`config.mk`:
```
export PLATFORM = sky130hd
export DESIGN_NAME = pipe_hazard_ctrl
export DESIGN_NICKNAME = d
export VERILOG_FILES = /design/src/rtl/pipe_hazard_ctrl.sv
export SDC_FILE = /design/constraint.sdc
export NUM_CORES = 1
export LEC_CHECK = 0
export ABC_AREA = 0
export CORE_AREA = 8 8 52 97
export CTS_CLUSTER_DIAMETER = 100
export DETAILED_ROUTE_END_ITERATION = 10
export DIE_AREA = 0 0 60 105
export GPL_TIMING_DRIVEN = 0
export PLACE_DENSITY = 0.74
export SLEW_MARGIN = 20
export SYNTH_ARGS = -nofsm -noshare
export SYNTH_HDL_FRONTEND = slang
export SYNTH_SLANG_ARGS = --single-unit
```
`constraint.sdc`:
```
create_clock -name clk_i -period 2.37 [get_ports clk_i]
set_clock_uncertainty 0.1 [all_clocks]
set_input_delay 0.474 -clock clk_i [delete_from_list [all_inputs] [get_ports clk_i]]
set_output_delay 0.474 -clock clk_i [all_outputs]
set_load 0.05 [all_outputs]
```
`src/rtl/pipe_hazard_ctrl.sv`:
```
`default_nettype none
// ============================================================================
// Module   : pipe_hazard_ctrl
// Purpose  : Stall/flush sequencer for the 5-stage core: load-use stalls,
//            ID branch flushes, and data-memory freeze with watchdog.
//            Optional stall/flush performance counters: HAZ_PERF_CNT_EN.
// Revision : 1.0 - initial release
// ============================================================================
module pipe_hazard_ctrl #(
    parameter int MEM_TIMEOUT = 64,
    parameter int CNT_W       = 16
) (
    input  logic             clk_i,
    input  logic             rst_i,
    input  logic [4:0]       id_rs1_i,
    input  logic [4:0]       id_rs2_i,
    input  logic             ex_memread_i,
    input  logic [4:0]       ex_rd_i,
    input  logic             branch_taken_i,
    input  logic             mem_req_i,
    input  logic             mem_ack_i,
    output logic             pc_write_o,
    output logic             ifid_stall_o,
    output logic             ifid_flush_o,
    output logic             idex_bubble_o,
    output logic             freeze_o,
    output logic             err_o,
    output logic [CNT_W-1:0] stall_cnt_o,
    output logic [CNT_W-1:0] flush_cnt_o
);

    localparam logic [15:0] c_WD_LIMIT = 16'(MEM_TIMEOUT);

    typedef enum logic [0:0] {
        ST_RUN      = 1'b0,
        ST_MEM_WAIT = 1'b1
    } state_t;

    state_t      r_state;
    logic        r_flush_pend;
    logic [15:0] r_wd_cnt;
    logic        r_err;

    logic w_lu;
    logic w_mem_stall;

    assign w_lu = ex_memread_i && (ex_rd_i != 5'd0) &&
                  ((ex_rd_i == id_rs1_i) || (ex_rd_i == id_rs2_i));
    assign w_mem_stall = mem_req_i && !mem_ack_i;

    // Controls are forced to their idle values while reset is held so that
    // downstream stages never see a stall/flush derived from junk inputs.
    always_comb begin
        pc_write_o    = 1'b1;
        ifid_stall_o  = 1'b0;
        ifid_flush_o  = 1'b0;
        idex_bubble_o = 1'b0;
        freeze_o      = 1'b0;
        if (rst_i) begin
            case (r_state)
                ST_RUN: begin
                    if (w_mem_stall) begin
                        pc_write_o   = 1'b0;
                        ifid_stall_o = 1'b1;
                        freeze_o     = 1'b1;
                    end else if (w_lu) begin
                        pc_write_o    = 1'b0;
                        ifid_stall_o  = 1'b1;
                        idex_bubble_o = 1'b1;
                    end else if (branch_taken_i || r_flush_pend) begin
                        ifid_flush_o = 1'b1;
                    end
                end
                ST_MEM_WAIT: begin
                    pc_write_o   = 1'b0;
                    ifid_stall_o = 1'b1;
                    freeze_o     = 1'b1;
                end
                default: begin
                    pc_write_o = 1'b1;
                end
            endcase
        end
    end

    assign err_o = r_err;

    always_ff @(posedge clk_i or negedge rst_i) begin
        if (!rst_i) begin
            r_state      <= ST_RUN;
            r_flush_pend <= 1'b0;
            r_wd_cnt     <= 16'd0;
            r_err        <= 1'b0;
        end else begin
            case (r_state)
                ST_RUN: begin
                    if (w_mem_stall) begin
                        r_state      <= ST_MEM_WAIT;
                        r_wd_cnt     <= 16'd1;
                        r_flush_pend <= r_flush_pend | branch_taken_i;
                    end else if (w_lu) begin
                        // Branch operands are stale under a load-use; ID re-resolves next cycle.
                        r_flush_pend <= r_flush_pend;
                    end else if (branch_taken_i || r_flush_pend) begin
                        r_flush_pend <= 1'b0;
                    end
                end
                ST_MEM_WAIT: begin
                    r_flush_pend <= r_flush_pend | branch_taken_i;
                    if (mem_ack_i) begin
                        r_state  <= ST_RUN;
                        r_wd_cnt <= 16'd0;
                    end else if (r_wd_cnt == c_WD_LIMIT) begin
                        r_state  <= ST_RUN;
                        r_wd_cnt <= 16'd0;
                        r_err    <= 1'b1;
                    end else begin
                        r_wd_cnt <= r_wd_cnt + 16'd1;
                    end
                end
                default: begin
                    r_state <= ST_RUN;
                end
            endcase
        end
    end

`ifdef HAZ_PERF_CNT_EN
    logic [CNT_W-1:0] r_stall_cnt;
    logic [CNT_W-1:0] r_flush_cnt;

    always_ff @(posedge clk_i or negedge rst_i) begin
        if (!rst_i) begin
            r_stall_cnt <= '0;
            r_flush_cnt <= '0;
        end else begin
            if (!pc_write_o && (r_stall_cnt != {CNT_W{1'b1}}))
                r_stall_cnt <= r_stall_cnt + CNT_W'(1);
            if (ifid_flush_o && (r_flush_cnt != {CNT_W{1'b1}}))
                r_flush_cnt <= r_flush_cnt + CNT_W'(1);
        end
    end

    assign stall_cnt_o = r_stall_cnt;
    assign flush_cnt_o = r_flush_cnt;
`else
    assign stall_cnt_o = '0;
    assign flush_cnt_o = '0;
`endif

endmodule
`default_nettype wire

```
# Yosys cells after proc, flatten, opt, wreduce, memory -nomap -nowiden
# Cells that the tools add are included.
op_classes:
  add_sub_neg: 1
  multipliers: 0
  n_div: 0
  n_lt_le_gt_ge: 0
  eq_ne: 6
  shift: 0
  n_mux: 30
  n_bitwise: 3
  n_reduce_logical: 9
op_table:
  columns: ["op", "n"]
  rows:
  - ["16-bit 2-to-1 mux", 3]
  - ["16-bit one-hot mux with 2 select lines", 1]
  - ["1-bit 2-to-1 mux", 21]
  - ["16-bit by 1-bit adder with 16-bit output, second input constant", 1]
  - ["16-bit by 7-bit equality test with 1-bit output, second input constant", 1]
  - ["5-bit equality test", 2]
  - ["1-bit one-hot mux with 2 select lines", 5]
  - ["3-bit != test, second input constant", 2]
  - ["5-bit nonzero test", 1]
  - ["1-bit logical AND", 3]
  - ["3-bit AND reduction", 1]
  - ["1-bit logical OR", 2]
  - ["2-bit != test, second input constant", 1]
  - ["1-bit NOT", 2]
  - ["2-bit AND reduction", 1]
  - ["1-bit zero test", 1]
  - ["1-bit OR", 1]
totals:
  reg_bits: 19
  latch_bits: 0
  ram_bits: 0
  mem_bits_ro: 0
  inputBits: 21
  out_inout_bits: 38
  word_cells: 53
  mem_count: 0

# Logic depth before layout (Yosys ltp)
depth:
  word_depth: 7
  mapped_depth: 7

# Worst setup path after synthesis
# No wires, ideal clock.
synth_path:
  path_type: "input-to-output"
  from: "input mem_req_i"
  to: "output pc_write_o"
  arrival_time_ns: 2.338
  required_ns: 1.796
  setup_slack_ns: -0.542
  cell_stages: 5
  n_path_buf: 1
  path_cell_list: "nor2b_1 or2_2 clkbuf_1 and2_1 a31oi_1"
synth_between:
  elab_chain_len: 4
synth_lines:
  columns: ["element", "line_no", "source"]
  rows:
  - ["start: declaration", "20", "input logic mem_req_i,"]
  - ["1-bit logical AND", "49", "assign w_mem_stall = mem_req_i && !mem_ack_i;"]
  - ["1-bit 2-to-1 mux", "62", "if (w_mem_stall) begin"]
  - ["1-bit one-hot mux with 2 select lines", "60", "case (r_state)"]
  - ["1-bit 2-to-1 mux", "59", "if (rst_i) begin"]
  - ["end: declaration", "22", "output logic pc_write_o,"]
# No other way between the ends.

# Final worst setup path
layout_path:
  from: "input ex_rd_i[4]"
  to: "output ifid_stall_o"
layout_between:
  elab_chain_len: 7
  elab_cells_between_ends: 10
  classes_between: "2 x eq/ne; 4 x mux; 4 x reduce/logical"
layout_lines:
  columns: ["element", "line_no", "source"]
  rows:
  - ["start: declaration", "18", "input logic [4:0] ex_rd_i,"]
  - ["5-bit equality test / 5-bit nonzero test (equally long branches)", "48, 47", null]
  - ["1-bit logical OR / 1-bit logical AND (equally long branches)", "48, 47", null]
  - ["1-bit logical AND *", "47", "assign w_lu = ex_memread_i && (ex_rd_i != 5'd0) &&"]
  - ["1-bit 2-to-1 mux *", "66", "end else if (w_lu) begin"]
  - ["1-bit 2-to-1 mux *", "62", null]
  - ["1-bit one-hot mux with 2 select lines *", "60", null]
  - ["1-bit 2-to-1 mux *", "59", null]
  - ["end: declaration", "23", "output logic ifid_stall_o,"]
# Every way passes the cells marked *; elsewhere a longest branch is shown, timed or not.

==> impl_results.md <==
- Clock Pin Slew Worst Setup and Hold Paths: 0.08 ns
- Worst path top cell family by delay: simple AND/OR/NAND/NOR gates
- Switching pwr: 398 µW
- Worst Hold Class: in2async
- Largest stage delay, worst path: 0.53 ns
- GR Overflow Total: 0
- Global-route usage over all layers: 13.9%
- Netlist cell types: 48
- Final Cycle Share: 99.0%
- Die width: 60 µm
- Seq/Total Area, Yosys: 31.5%
- Maximum vdd ir drop: 0.353 mV
- Critical path class: in2out
- Max Buffers Root-to-Sink: 2
- Initial antenna violation count: 0
- Crit-path cells: buf_2 -> or4_4 -> o21a_4 -> a31o_4 -> buf_8
- Final Hold Viols: 0
- Full die area: 6300 µm²
- Max Cap Viol: 0
- Buf/Inv on CP: 2
- IO Port Bufs: 26
- Most common cell after layout, fill and taps aside: buf_4
- Antenna violation net count after detailed routing: 0
- Fmax achieved: 426 MHz
- Post-Syn Instances: 173
- Internal power component: 604 µW
- Setup TNS: 0 ns
- Tmin final: 2.35 ns
- Num Clock Sinks: 19
- Switch share: 39.7%
- Startpoint class of the critical path: primary input
- Placed insts: 281
- Max_slew headroom: 58.6%
- Req. time, crit path: 1.80 ns
- Worst-Margin Slew: 0.621 ns
- Power density cells: 472 nW/µm²
- RePlAce Congestion: 0.881
- Average size of a mapped cell: 8.73 µm²
- Remaining DRCs: 0
- Ratio of cells with drive above 1 in the final layout: 31.8%
- Synth top area share: 31.5%
- Number of CTS-inserted buffers: 3
- WL per Instance: 14.3 µm
- Die H: 105 µm
- Crit. End Element: output port
- DPL Wire Length: 3.14 mm
- Synthesized flop and latch total: 19
- Static Leak: 1.03 nW
- Total core area: 3800 µm²
- Yosys warning total: 0
- Largest net degree at the start of global routing: 25
- WL final: 4.14 mm
- Drt pass-1 iters: 4
- Crit path max-delay cell type: or4_4
- Largest area contributor in the netlist: dfrtp_1
- Clock Latency Late Sink: 0.26 ns
- Rows: 32
- Comb power frac: 39.5%
- Max Fanout on Critical Path: 5
- First-pass GRT wire length: 6.93 mm
- Setup violators final: 0
- Layout Nets: 263
- Area growth syn-to-layout: 40.4%
- Seq pwr share: 36.8%
- Root Buffer Master: clkbuf_8
- Mapped Area: 1510 µm²
- Most frequent cells in the layout: buf_4 (39), conb_1 (32), dfrtp_1 (19), nand2_1 (14)
- # H-tree levels: 1
- Vias: 1429
- Setup repair after global routing missed its margin: false
- Clock share of power: 23.7%
- Initial Util: 39.7%
- Finished Layout Cells: 290
- Ant diodes: 0
- Vias in the first global route: 1452
- Average via count per standard cell: 4.93
- CP Data Arrival Time: 1.77 ns
- Status: complete, no violations
- Detailed Route Iter0 Violations: 51
- Area contributors post-synth: dfrtp_1 (31%), buf_4 (16%), xnor2_1 (5.8%)
- CTS tree: done
- Num ports: 59
- Final Max Tran Viols: 0
[state kept, by name, indices dropped and copies added (netlist names)]
signal	count
r_flush_pend	1
r_wd_cnt	16
err_o	1
r_state	1
[routing by layer]
metal / part of all wire [%] / wire length (µm) / track usage [%]
met5: 0 / 0 / 0
met4: 1.5 / 63 / 5.85
met3: 6.8 / 282 / 3.44
met2: 56 / 2340 / 24.9
met1: 35 / 1460 / 14.3
[power by group through the flow]
stage | Clock [mW] | Combinational (mW) | Sequential (mW)
floorplan | 0 | 0.288 | 0.368
global placement | 0 | 0.365 | 0.373
detailed placement | 0 | 0.368 | 0.374
CTS | 0.238 | 0.386 | 0.368
global route | 0.259 | 0.424 | 0.374
finish | 0.237 | 0.395 | 0.369
[Yosys cell counts, drive strengths merged]
library cell	n
buf	35
nand4	2
nor4	4
conb	1
a22o	1
o21ai	6
o22ai	1
o311ai	1
nand2b	2
o2111ai	2
nor2b	1
inv	3
nand2	14
and3	3
or2	1
a31oi	10
o22a	1
a21bo	1
or3	1
xor2	3
a21oi	6
ha	2
mux2i	2
nor2	8
nand4b	1
and2	3
nor3	1
a21o	1
o21bai	1
o211ai	2
a41oi	3
or4	3
dfrtp	19
nor4b	1
and4	2
clkbuf	2
a31o	1
nand3	10
o21a	1
nor3b	1
xnor2	10
[cells by family after synthesis]
logic type	share of synthesized area, %
fa+ha+maj	1.66
mux	1.33
simple gates	22.0
other cells	0.248
xor+xnor	7.54
compound gates	17.4
flops	31.5
buf+inv	18.3
[per-stage QoR]
step / total power, mW / hold slack [ns] / instance area (µm²) / utilization (%) / worst slack (ns)
2_1_floorplan: 0.655 / 0.0784 / 1650 / - / 0.0405
3_3_place_gp: 0.739 / 0.363 / 1970 / 51.8 / -1.26
3_5_place_dp: 0.742 / 0.365 / 1970 / 51.8 / -1.26
4_1_cts: 0.993 / 0.238 / 2080 / 54.8 / 0.00194
5_1_grt: 1.06 / 0.247 / 2120 / 55.8 / 0.00228
6_report: 1.00 / 0.206 / 2120 / 55.8 / 0.0232
[area by class of cell]
type	count	area (µm²)
well taps	51	63.8
inverters	3	11.3
clock inverters	1	5.00
flip-flops and latches	19	475
fillers	365	1680
multi-input cells	145	960
repair buffers	32	303
clock buffers	3	41.3
plain buffers	36	262
[what timing repair did]
action                     in CTS  in global routing
buffers inserted                4                  2
hold endpoints to repair        0                  0
resized for setup              71                  7
pin swaps                      10                  9
setup endpoints to repair       5                  4
hold buffers                    0                  0
[final timing paths]
check                       startpoint            to  slack (ns)  cells after the start
setup / recovery            ex_rd_i[4]  ifid_stall_o        0.02                      5
hold / removal                   rst_i   r_wd_cnt[4]        0.21                      1
setup reg to reg           r_wd_cnt[0]   r_wd_cnt[6]        0.30                      7
hold reg to reg                  err_o         err_o        0.39                      1
max in group asynchronous        rst_i   r_wd_cnt[2]        1.55                      1
min in group clk_i               err_o         err_o        0.39                      1
Note: power is estimated with default switching activity, not from simulation.
